$ cat config.mk
export PLATFORM = sky130hd
export DESIGN_NAME = parking_occupancy_ctrl
export DESIGN_NICKNAME = d
export VERILOG_FILES = /design/src/rtl/parking_occupancy_ctrl.sv
export SDC_FILE = /design/constraint.sdc
export NUM_CORES = 1
export LEC_CHECK = 0
export CORE_ASPECT_RATIO = 1.2
export CORE_MARGIN = 8
export CORE_UTILIZATION = 50
export CTS_BUF_LIST = sky130_fd_sc_hd__clkbuf_4 sky130_fd_sc_hd__clkbuf_8
export CTS_CLUSTER_DIAMETER = 60
export CTS_CLUSTER_SIZE = 28
export DETAILED_ROUTE_END_ITERATION = 8
export HOLD_SLACK_MARGIN = 0.15
export PLACE_DENSITY = 0.7
export SLEW_MARGIN = 20
export SYNTH_ARGS = -nofsm -noshare
export SYNTH_HDL_FRONTEND = slang
export SYNTH_SLANG_ARGS = --single-unit
$ cat constraint.sdc
create_clock -name clk -period 2.5 [get_ports clk]
set_clock_uncertainty 0.2 [all_clocks]
set_input_delay 0.5 -clock clk [delete_from_list [all_inputs] [get_ports clk]]
set_output_delay 0.5 -clock clk [all_outputs]
set_load 0.02 [all_outputs]
$ cat src/rtl/parking_occupancy_ctrl.sv
// Multi-gate parking occupancy controller.
// Each gate has an outer (a) and inner (b) sensor. Raw sensor pins are
// synchronised and debounced. A direction FSM per gate turns a clean
// a/b sequence into entry or exit events. All events are netted into one
// saturating occupancy counter with full/empty flags and sticky
// overflow/underflow error flags.
// There is no valid/ready handshake: sensors are level inputs and the
// entry/exit pulses are single-cycle strobes with no back-pressure.
module parking_occupancy_ctrl #(
  parameter int NUM_GATES  = 2,
  parameter int CAPACITY   = 7,
  parameter int DEB_CYCLES = 16,
  localparam int CNT_W     = $clog2(CAPACITY + 1)
) (
  input  logic                 clk,
  input  logic                 rst_n,
  input  logic [NUM_GATES-1:0] sens_a,
  input  logic [NUM_GATES-1:0] sens_b,
  input  logic                 clear,
  output logic [CNT_W-1:0]     count,
  output logic                 full,
  output logic                 empty,
  output logic [NUM_GATES-1:0] entry_pulse,
  output logic [NUM_GATES-1:0] exit_pulse,
  output logic                 ovf_err,
  output logic                 unf_err
);

  // Sensor vector: bits [NUM_GATES-1:0] are the a sensors, the upper half the b sensors.
  localparam int NS = 2 * NUM_GATES;
  localparam int DW = $clog2(DEB_CYCLES + 1);
  localparam int NW = CNT_W + 4;
  localparam logic [DW-1:0]        DEB_LAST = DW'(DEB_CYCLES - 1);
  localparam logic signed [NW-1:0] CAP_S    = NW'(CAPACITY);
  localparam logic [CNT_W-1:0]     CAP_C    = CNT_W'(CAPACITY);

  typedef enum logic [2:0] {
    S_IDLE = 3'd0,
    S_EN1  = 3'd1,
    S_EN2  = 3'd2,
    S_EN3  = 3'd3,
    S_EX1  = 3'd4,
    S_EX2  = 3'd5,
    S_EX3  = 3'd6
  } gate_state_t;

  logic [NS-1:0]  raw;
  logic [NS-1:0]  sync1;
  logic [NS-1:0]  sync2;
  logic [NS-1:0]  clean;
  logic [DW-1:0]  deb_cnt [NS];
  logic [1:0]     pair [NUM_GATES];
  gate_state_t    gate_state [NUM_GATES];
  logic signed [NW-1:0] net;
  logic signed [NW-1:0] nxt;

  assign raw = {sens_b, sens_a};

  // Two-flop synchroniser, then a stability counter: clean follows sync2
  // only after sync2 has differed from it for DEB_CYCLES consecutive cycles.
  always_ff @(posedge clk or negedge rst_n) begin
    if (!rst_n) begin
      sync1 <= '0;
      sync2 <= '0;
      clean <= '0;
      for (int i = 0; i < NS; i++) deb_cnt[i] <= '0;
    end else begin
      sync1 <= raw;
      sync2 <= sync1;
      for (int i = 0; i < NS; i++) begin
        if (sync2[i] == clean[i]) begin
          deb_cnt[i] <= '0;
        end else if (deb_cnt[i] == DEB_LAST) begin
          clean[i]   <= sync2[i];
          deb_cnt[i] <= '0;
        end else begin
          deb_cnt[i] <= deb_cnt[i] + DW'(1);
        end
      end
    end
  end

  // Gather the clean {a,b} pair for each gate.
  always_comb begin
    for (int g = 0; g < NUM_GATES; g++) pair[g] = {clean[g], clean[NUM_GATES + g]};
  end

  // Per-gate direction FSM with registered one-cycle entry/exit strobes.
  always_ff @(posedge clk or negedge rst_n) begin
    if (!rst_n) begin
      for (int g = 0; g < NUM_GATES; g++) gate_state[g] <= S_IDLE;
      entry_pulse <= '0;
      exit_pulse  <= '0;
    end else if (clear) begin
      for (int g = 0; g < NUM_GATES; g++) gate_state[g] <= S_IDLE;
      entry_pulse <= '0;
      exit_pulse  <= '0;
    end else begin
      for (int g = 0; g < NUM_GATES; g++) begin
        entry_pulse[g] <= 1'b0;
        exit_pulse[g]  <= 1'b0;
        case (gate_state[g])
          S_IDLE: begin
            if (pair[g] == 2'b10)      gate_state[g] <= S_EN1;
            else if (pair[g] == 2'b01) gate_state[g] <= S_EX1;
          end
          S_EN1: begin
            if (pair[g] == 2'b11)      gate_state[g] <= S_EN2;
            else if (pair[g] != 2'b10) gate_state[g] <= S_IDLE;
          end
          S_EN2: begin
            if (pair[g] == 2'b01)      gate_state[g] <= S_EN3;
            else if (pair[g] == 2'b10) gate_state[g] <= S_EN1;
            else if (pair[g] != 2'b11) gate_state[g] <= S_IDLE;
          end
          S_EN3: begin
            if (pair[g] == 2'b00) begin
              gate_state[g]  <= S_IDLE;
              entry_pulse[g] <= 1'b1;
            end else if (pair[g] == 2'b11) begin
              gate_state[g] <= S_EN2;
            end else if (pair[g] != 2'b01) begin
              gate_state[g] <= S_IDLE;
            end
          end
          S_EX1: begin
            if (pair[g] == 2'b11)      gate_state[g] <= S_EX2;
            else if (pair[g] != 2'b01) gate_state[g] <= S_IDLE;
          end
          S_EX2: begin
            if (pair[g] == 2'b10)      gate_state[g] <= S_EX3;
            else if (pair[g] == 2'b01) gate_state[g] <= S_EX1;
            else if (pair[g] != 2'b11) gate_state[g] <= S_IDLE;
          end
          S_EX3: begin
            if (pair[g] == 2'b00) begin
              gate_state[g] <= S_IDLE;
              exit_pulse[g] <= 1'b1;
            end else if (pair[g] == 2'b11) begin
              gate_state[g] <= S_EX2;
            end else if (pair[g] != 2'b10) begin
              gate_state[g] <= S_IDLE;
            end
          end
          default: gate_state[g] <= S_IDLE;
        endcase
      end
    end
  end

  // Net all strobes of this cycle before saturation so simultaneous
  // entries and exits on different gates cancel out first.
  always_comb begin
    net = '0;
    for (int g = 0; g < NUM_GATES; g++) begin
      net = net + NW'(entry_pulse[g]);
      net = net - NW'(exit_pulse[g]);
    end
    nxt = NW'(count) + net;
  end

  // Saturating occupancy counter with sticky error flags; clear wins over events.
  always_ff @(posedge clk or negedge rst_n) begin
    if (!rst_n) begin
      count   <= '0;
      ovf_err <= 1'b0;
      unf_err <= 1'b0;
    end else if (clear) begin
      count   <= '0;
      ovf_err <= 1'b0;
      unf_err <= 1'b0;
    end else if (nxt[NW-1]) begin
      count   <= '0;
      unf_err <= 1'b1;
    end else if (nxt > CAP_S) begin
      count   <= CAP_C;
      ovf_err <= 1'b1;
    end else begin
      count <= nxt[CNT_W-1:0];
    end
  end

  assign full  = (count == CAP_C);
  assign empty = (count == '0);

endmodule

-- Yosys cells after proc, flatten, opt, wreduce, memory -nomap -nowiden
Index checks and enable logic that the tools add are counted.
- $add $sub $neg: 8
- magnitude comparators: 1
- equality and inequality tests: 36
- multiplexer cells: 57
- bitwise operators: 4
- reduce and logical (&&, ||, !) cells: 12
- operators with widths (cell ; number):
    $mux W3 ; 33
    $pmux W3 S7 ; 2
    $mux W5 ; 8
    $eq A3 B3 Y1 const B ; 7
    $add A5 B1 Y5 const B ; 4
    $eq A5 B4 Y1 const B ; 4
    $eq A3 B2 Y1 const B ; 4
    $mux W1 ; 11
    $ne A2 B2 Y1 const B ; 5
    $reduce_and A2 Y1 ; 5
    $logic_not A3 Y1 ; 3
    $eq A2 B2 Y1 const B ; 4
    $ne A4 B4 Y1 const B ; 2
    $eq A3 B1 Y1 const B ; 2
    $mux W6 ; 1
    $add A4 B4 Y5 ; 1
    $gt A5 B4 Y1 const B ; 1
    $eq A1 B1 Y1 ; 4
    $eq A2 B1 Y1 const B ; 2
    $logic_not A2 Y1 ; 2
    $mux W2 ; 2
    $ne A2 B1 Y1 const B ; 2
    $not A1 Y1 ; 4
    $reduce_bool A2 Y1 ; 2
    3 further kinds ; 3
- bits in registers: 47
- logic and storage cells: 135

-- Logic depth before layout (Yosys ltp)
Gate-level depths: netlist (run 1).
- word-level depth: 8
- mapped depth: 9

-- Worst setup path after synthesis (run 1)
OpenSTA, ideal clock, no wires.
- path kind: reg-to-reg
- start: reg entry_pulse[0]
- end: reg count[0]
- data arrival time: 2.255 ns
- slack: -0.037 ns
- stages on the path, launching flop included: 9
- path through: dfrtp_1 > inv_1 > ha_1 > inv_1 > ha_1 > fa_1 > nor3b_1 > or4_4 > a31oi_1
- cells in the longest elaborated chain, start to end: 8
- ends and longest elaborated chain (item ; RTL line ; source):
    start: declaration ; 23 ; output logic [NUM_GATES-1:0] entry_pulse,
    start signal: assignment ; 92 ; entry_pulse <= '0;
    start signal: assignment ; 96 ; entry_pulse <= '0;
    start signal: indexed assignment ; 100 ; entry_pulse[g] <= 1'b0;
    $sub A1 B1 Y2 * ; 157 ; net = net - NW'(exit_pulse[g]);
    $add A2 B2 Y3 * ; 156 ; net = net + NW'(entry_pulse[g]);
    $sub A3 B2 Y4 * ; 157 ;
    $add A4 B4 Y5 * ; 159 ; nxt = NW'(count) + net;
    $gt A5 B4 Y1 ; 175 ; end else if (nxt > CAP_S) begin
    $mux W3 ; 175 ;
    $mux W3 * ; 172 ; end else if (nxt[NW-1]) begin
    $mux W3 * ; 168 ; end else if (clear) begin
    end signal: assignment ; 179 ; count <= nxt[CNT_W-1:0];
    end: declaration ; 20 ; output logic [CNT_W-1:0] count,
Every way passes the cells marked *; elsewhere a longest branch is shown, timed or not.
A chain may end at the register's enable or synchronous reset.

-- Final worst setup path (run 1)
Ends and elaborated chain as after synthesis.

==> Implementation_results.wiki, run 1 <==
{| class="wikitable"
! Metric !! Value
|-
| Worst ir drop on vdd || about 0.46 mV
|-
| Routed WL per cell || 14.23 um
|-
| Placeable core region || 4229 um^2
|-
| Post-synthesis cell count || around 190
|-
| Post-Syn Area || 2196 um^2
|-
| Type of origin of the critical path || flip-flop
|-
| Total global-route track usage || 0.1299
|-
| Critical path buffers and inverters || 2
|-
| Smallest setup slack after layout || between 0.07 and 0.08 ns
|-
| Total of endpoints with negative setup slack in the final report || 0
|-
| Max Clk Rate || 0.4120 GHz
|-
| Main flop type after synthesis || sky130_fd_sc_hd__dfrtp_1
|-
| Summed area of non-filler cells in the final layout || roughly 2600 um^2
|-
| Power per cell area || roughly 740 nW/um^2
|-
| Count of final hold-check violations || 0
|-
| Clock latency at the later pin of the worst-skew pair || roughly 0.3 ns
|-
| Clock tree from TritonCTS || yes
|-
| End point of the worst hold path || sync2[0]
|-
| Crit path largest cell delay || around 0.55 ns
|-
| Total via count in the routed design || 1466
|-
| Antenna violations before repair || 0
|-
| Cells along the critical path || inv_2 -> ha_2 -> inv_2 -> ha_4 -> fa_2 -> nor2b_2 -> or4_4 -> a31oi_1
|-
| Sink Count || between 40 and 50
|-
| IO buf count || 17
|-
| Terminus of the critical flop-to-flop path || count[0]
|-
| Slew @ Worst Pin || 0.5021 ns
|-
| Reg-to-reg slack, setup || 0.07 ns
|-
| Fraction of layout cells with a size suffix above 1 || 0.1643
|-
| Final min period || around 2.4 ns
|-
| Post-detailed-routing wire length || ~3.8 mm
|-
| Unrepaired setup endpoints after global routing || no
|-
| Placed wire-length estimate after detailed placement || between 2 and 3 mm
|-
| Number of detailed-routing iterations run before antenna repair || 4
|-
| Synthesized netlist net count || 211
|-
| Wire length of the first global-routing pass || 7.003 mm
|-
| DIE HEIGHT || a little under 90 um
|-
| Result of the run || complete, no violations
|-
| Sequential area share after synthesis || 0.5356
|-
| Root cell of the clock tree || sky130_fd_sc_hd__clkbuf_8
|-
| Average instance area after synthesis || roughly 11 um^2
|-
| Max capacitance violation total || 0
|-
| Required time of the critical path || around 2.5 ns
|-
| # fillers || 361
|-
| Cell area reported after detailed placement || ~2400 um^2
|-
| Depth of the worst register-to-register path || 8
|-
| Drt first-iter violations || 56
|-
| Critical Path End Type || flip-flop
|-
| Crit path top cell by count || sky130_fd_sc_hd__inv_2
|-
| Yosys top cell by area || sky130_fd_sc_hd__dfrtp_1
|-
| Worst slack, placed || -0.01121 ns
|-
| Hold Crit Start || sync1[0]
|-
| Number of synthesis warnings || 0
|-
| Area fraction of the dominant cell type after synthesis || 0.5356
|-
| Number of nets in the layout || between 200 and 250
|-
| Number of design rule violations left after detail routing || 0
|-
| Arrival time at the worst endpoint || roughly 2.5 ns
|-
| Ports placed on the boundary || 18
|-
| P_leak || roughly 1.2 nW
|-
| Diodes inserted || 0
|-
| Final weighted congestion in routability-driven placement || about 0.86
|-
| Most common cell after layout, fill and taps aside || sky130_fd_sc_hd__dfrtp_1
|-
| Clk buf depth || 2
|-
| Inserted Clock Buffers || 5
|-
| Slowest stage cell on the critical path || sky130_fd_sc_hd__fa_2
|-
| Crit Path Category || reg -> reg
|-
| Worst min-delay path class || reg -> reg
|-
| FF-to-FF Start || entry_pulse[0]
|-
| Number of distinct library cell variants in the gate-level netlist after synthesis || 32
|-
| Clock transition at the registers of the reported paths || roughly 0.090 ns
|-
| Width of the die || 76.50 um
|-
| Post-detailed-route count of antenna-violating nets || 0
|-
| Commonest cells after routing, fill and taps aside || sky130_fd_sc_hd__dfrtp_1 (46), sky130_fd_sc_hd__nor2_1 (18), sky130_fd_sc_hd__clkdlybuf4s50_1 (16)
|-
| Number of global-route vias before repair || around 1500
|-
| Number of placement rows || 26
|-
| Final period util || 0.9709
|-
| CP top delay family || adder cells
|-
| Number of stages on the worst hold path || 0
|-
| H-Tree Depth || 2
|-
| Vias per cell || 5.450
|-
| Ranking of synthesized cells by area || sky130_fd_sc_hd__dfrtp_1 (54%), sky130_fd_sc_hd__ha_1 (5.7%), sky130_fd_sc_hd__xor2_1 (5.6%)
|-
| Initial Util || 0.5192
|-
| Setup total negative slack || 0 ns
|-
| Synth Register Bits || between 40 and 50
|-
| Overflow left after global routing || 0
|-
| Origin of the worst setup path || entry_pulse[0]
|-
| Syn-to-layout area delta || 18.01%
|-
| Proportion of synthesized flip-flops having asynchronous set or reset || 1.000
|-
| Slew Limit Headroom || 0.6652
|-
| Final slew viol count || 0
|-
| Count of flip-flops with a built-in enable after synthesis || 0
|-
| Largest net degree at the start of global routing || 26
|-
| Area enclosed by the die boundary || approximately 6800 um^2
|-
| Worst-path maximum fanout || 3
|}
## registers in the layout (all words and copies together), names as in the netlist
| name | flops |
|---|---|
| unf_err | 1 |
| deb_cnt | 20 |
| ovf_err | 1 |
| gate_state | 6 |
| entry_pulse | 2 |
| sync1 | 4 |
| exit_pulse | 2 |
| sync2 | 4 |
| count | 3 |
| clean | 4 |
## per-stage QoR
step           hold slack, ns  utilization  std cells  power [mW]
2_1_floorplan        0.004409            -        191       1.135
3_3_place_gp           0.1320       0.5740        259       1.280
3_5_place_dp           0.1401       0.5740        259       1.310
4_1_cts                0.1592       0.6077        268       1.901
5_1_grt                0.1615       0.6127        269       2.016
6_report               0.1558       0.6127        269       1.909
## repair_timing
item,in CTS,in global routing
setup buffers,0,1
gates resized for setup,2,5
pin swaps,0,3
setup endpoints to repair,3,4
hold buffers,1,0
endpoints found under the hold margin,22,0
## worst max path at each step
stage | cells past startpoint | to
3_3_place_gp | 9 | count[1]
6_report | 8 | count[0]
5_1_grt | 8 | count[2]
2_1_floorplan | 8 | count[0]
3_5_place_dp | 9 | count[2]
4_1_cts | 8 | count[2]
## cell families after synthesis
kind of cell / synth area share
simple gates: 0.1920
compound gates: 0.06325
mux: 0.02051
flops: 0.5356
xor+xnor: 0.06781
fa+ha+maj: 0.08433
buf+inv: 0.03646
## routing by layer
layer | track usage | wire, um | vias up
li1 | - | - | 694
met1 | 0.1414 | 1601 | 719
met2 | 0.2254 | 1954 | 43
met3 | 0.04065 | 169 | 10
met4 | 0.06655 | 103 | 0
met5 | 0 | 0 | -
## layout make-up
cell class	count	area [um^2]	area share
flip-flops and latches	47	1177	0.4544
well taps	56	70.07	0.02704
multi-input cells	124	975.9	0.3766
clock inverters	2	35.03	0.01352
inverters	12	45.04	0.01738
clock buffers	6	82.58	0.03187
repair buffers	22	205.2	0.07919
## cell usage after synthesis, drive strengths merged (3+ instances only)
cell type   n
mux2        4
nand4b      4
xnor2       3
ha         10
xor2       14
and3        4
nand3       9
nor3b       6
fa          3
o21ai       7
nor2       18
a21oi       6
a31oi       8
buf         3
dfrtp      47
clkbuf      5
nor2b       4
and2        7
inv        12
## power by group
part,internal [mW],total [mW],switching (mW)
clock network,0.324,0.572,0.249
logic,0.240,0.495,0.255
registers,0.807,0.842,0.0342
total,1.37,1.91,0.538
(Power assumes the default switching activity.)
==> inputs of run 2 (changes only) <==
--- a/config.mk
+++ b/config.mk
@@ -14,6 +14,7 @@
 export DETAILED_ROUTE_END_ITERATION = 8
 export HOLD_SLACK_MARGIN = 0.15
 export PLACE_DENSITY = 0.7
+export SETUP_SLACK_MARGIN = 0.4
 export SLEW_MARGIN = 20
 export SYNTH_ARGS = -nofsm -noshare
 export SYNTH_HDL_FRONTEND = slang
==> run 2 against run 1 <==
- critical path depth unchanged
- global-route usage down 0.078 points
- register-to-register slack about the same
- highest routed layer unchanged
- setup slack better by 0.010 ns
- worst hold slack worse by 0.0039 ns
- first-iteration DRC count up 88%
- clock-buffer cell count up 1
- clock power down 21%
- via count down 0.75%
==> Implementation_results.wiki, run 2 (synthesis results as in run 1) <==
{| class="wikitable"
! Metric !! Value
|-
| Result of the run || complete, no violations
|-
| Multi-input logic area || 1015 um^2
|-
| Clk buf depth || 2
|-
| Total global-route track usage || 0.1291
|-
| Root cell of the clock tree || sky130_fd_sc_hd__clkbuf_8
|-
| Sink Count || 47
|-
| Crit path largest cell delay || 0.60 ns
|-
| P_leak || ~1.2 nW
|-
| Most flop-heavy register || deb_cnt
|-
| Clock latency at the later pin of the worst-skew pair || 0.29 ns
|-
| Cells along the critical path || inv_2 -> ha_4 -> inv_4 -> ha_4 -> fa_2 -> nor2b_2 -> or4_4 -> a31oi_1
|-
| Number of detailed-routing iterations run before antenna repair || 4
|-
| Worst min-delay path class || reg -> reg
|-
| DIE HEIGHT || 88.60 um
|-
| Largest net degree at the start of global routing || 48
|-
| Syn-to-layout area delta || 19.83%
|-
| Diodes inserted || 0
|-
| Clock tree from TritonCTS || yes
|-
| Power per cell area || around 700 nW/um^2
|-
| Drt first-iter violations || approximately 110
|-
| Slowest stage cell on the critical path || sky130_fd_sc_hd__fa_2
|-
| Inserted Clock Buffers || 5
|-
| Fraction of layout cells with a size suffix above 1 || 0.2120
|-
| Number of nets in the layout || 236
|-
| Unrepaired setup endpoints after global routing || yes
|-
| Max Clk Rate || 0.4138 GHz
|-
| Vias per cell || around 5.3
|-
| Final min period || about 2.4 ns
|-
| Post-detailed-routing wire length || approximately 4 mm
|-
| Total via count in the routed design || 1455
|-
| Initial Util || 0.5192
|-
| Area enclosed by the die boundary || a little under 7000 um^2
|-
| Number of design rule violations left after detail routing || 0
|-
| Post-detailed-route count of antenna-violating nets || 0
|-
| Summed area of non-filler cells in the final layout || 2631 um^2
|-
| Slew Limit Headroom || 0.6187
|-
| Arrival time at the worst endpoint || 2.44 ns
|-
| Width of the die || between 70 and 80 um
|-
| Placed wire-length estimate after detailed placement || 2.903 mm
|-
| Final slew viol count || 0
|-
| Largest regs || deb_cnt x20, gate_state x6
|-
| Worst ir drop on vdd || 0.3874 mV
|-
| Crit path top cell by count || sky130_fd_sc_hd__ha_4
|-
| H-Tree Depth || 2
|-
| Commonest cells after routing, fill and taps aside || sky130_fd_sc_hd__dfrtp_1 (45), sky130_fd_sc_hd__nor2_1 (18), sky130_fd_sc_hd__xor2_1 (14)
|-
| Sequential Area || 1179 um^2
|-
| Critical Path End Type || flip-flop
|-
| Max FFs per register || 20
|-
| Count of final hold-check violations || 0
|-
| Power Total || between 1.5 and 2 mW
|-
| Wire length of the first global-routing pass || between 7 and 8 mm
|-
| Routed WL per cell || around 15 um
|-
| Clock transition at the registers of the reported paths || 0.08 ns
|-
| Ports placed on the boundary || 18
|-
| Antenna violations before repair || 0
|-
| Max capacitance violation total || 0
|-
| Type of origin of the critical path || flip-flop
|-
| Required time of the critical path || approximately 2.5 ns
|-
| Setup total negative slack || 0 ns
|-
| Worst-path maximum fanout || 5
|-
| Crit Path Category || reg -> reg
|-
| Slew @ Worst Pin || between 0.5 and 0.6 ns
|-
| Total of endpoints with negative setup slack in the final report || 0
|-
| Placeable core region || ~4200 um^2
|-
| # fillers || 328
|-
| Most common cell after layout, fill and taps aside || sky130_fd_sc_hd__dfrtp_1
|-
| Final weighted congestion in routability-driven placement || 0.7607
|-
| Overflow left after global routing || 0
|-
| IO buf count || 17
|-
| Number of placement rows || 26
|-
| Cell area reported after detailed placement || 2462 um^2
|-
| Final period util || 0.9667
|-
| Number of global-route vias before repair || about 1600
|}
[run 2: metal layers]
metal	wire length, um	track usage
met1	1603	0.1324
met2	2160	0.2434
met3	166	0.03659
met4	48	0.05254
met5	0	0
[run 2: worst paths after layout]
path | startpoint | to | slack (ns) | cells past startpoint
min | sync1[1] | sync2[1] | 0.15 | 0
min in group asynchronous | rst_n | sync2[2] | 0.62 | 3
max reg2reg | entry_pulse[0] | count[2] | 0.08 | 8
min reg2reg | sync1[1] | sync2[1] | 0.15 | 0
max in group asynchronous | rst_n | entry_pulse[1] | 1.06 | 3
max | entry_pulse[0] | count[2] | 0.08 | 8
[run 2: cell type report]
type                    instances  area share
repair buffers                 26     0.08797
flip-flops and latches         47      0.4479
clock inverters                 1    0.001902
inverters                      12     0.01807
multi-input cells             124      0.3856
clock buffers                   7     0.03186
well taps                      56     0.02663
[run 2: power breakdown]
group	total, mW	switching, mW	internal (mW)
Combinational	0.543	0.280	0.262
Sequential	0.841	0.0335	0.807
Clock	0.453	0.235	0.218
Total	1.84	0.549	1.29
[run 2: worst max-delay path: cells and delay by family, from the launching register on]
kind	cells	cell delay [ns]
DFF	1	0.42
and+or+nand+nor	2	0.55
adders and majority gates	3	0.89
AOI/OAI and AO/OA	1	0.17
buffers and inverters	2	0.11
[run 2: repair_timing]
action / in CTS / in global routing
resized for setup: 6 / 6
pin swaps: 4 / 4
hold buffers: 1 / 0
endpoints found under the setup margin: 7 / 7
endpoints found under the hold margin: 47 / 0
buffers inserted: 4 / 2
[run 2: stage by stage]
stage               setup slack [ns]  hold slack, ns  cells    util
finish                       0.08331          0.1520    273  0.6222
global route                 0.01591          0.1626    273  0.6222
CTS                          0.09184          0.1546    271  0.6166
detailed placement           0.03730          0.1347    258  0.5822
global placement              0.1011          0.1345    258  0.5822
floorplan                    0.07208        0.004409    191       -
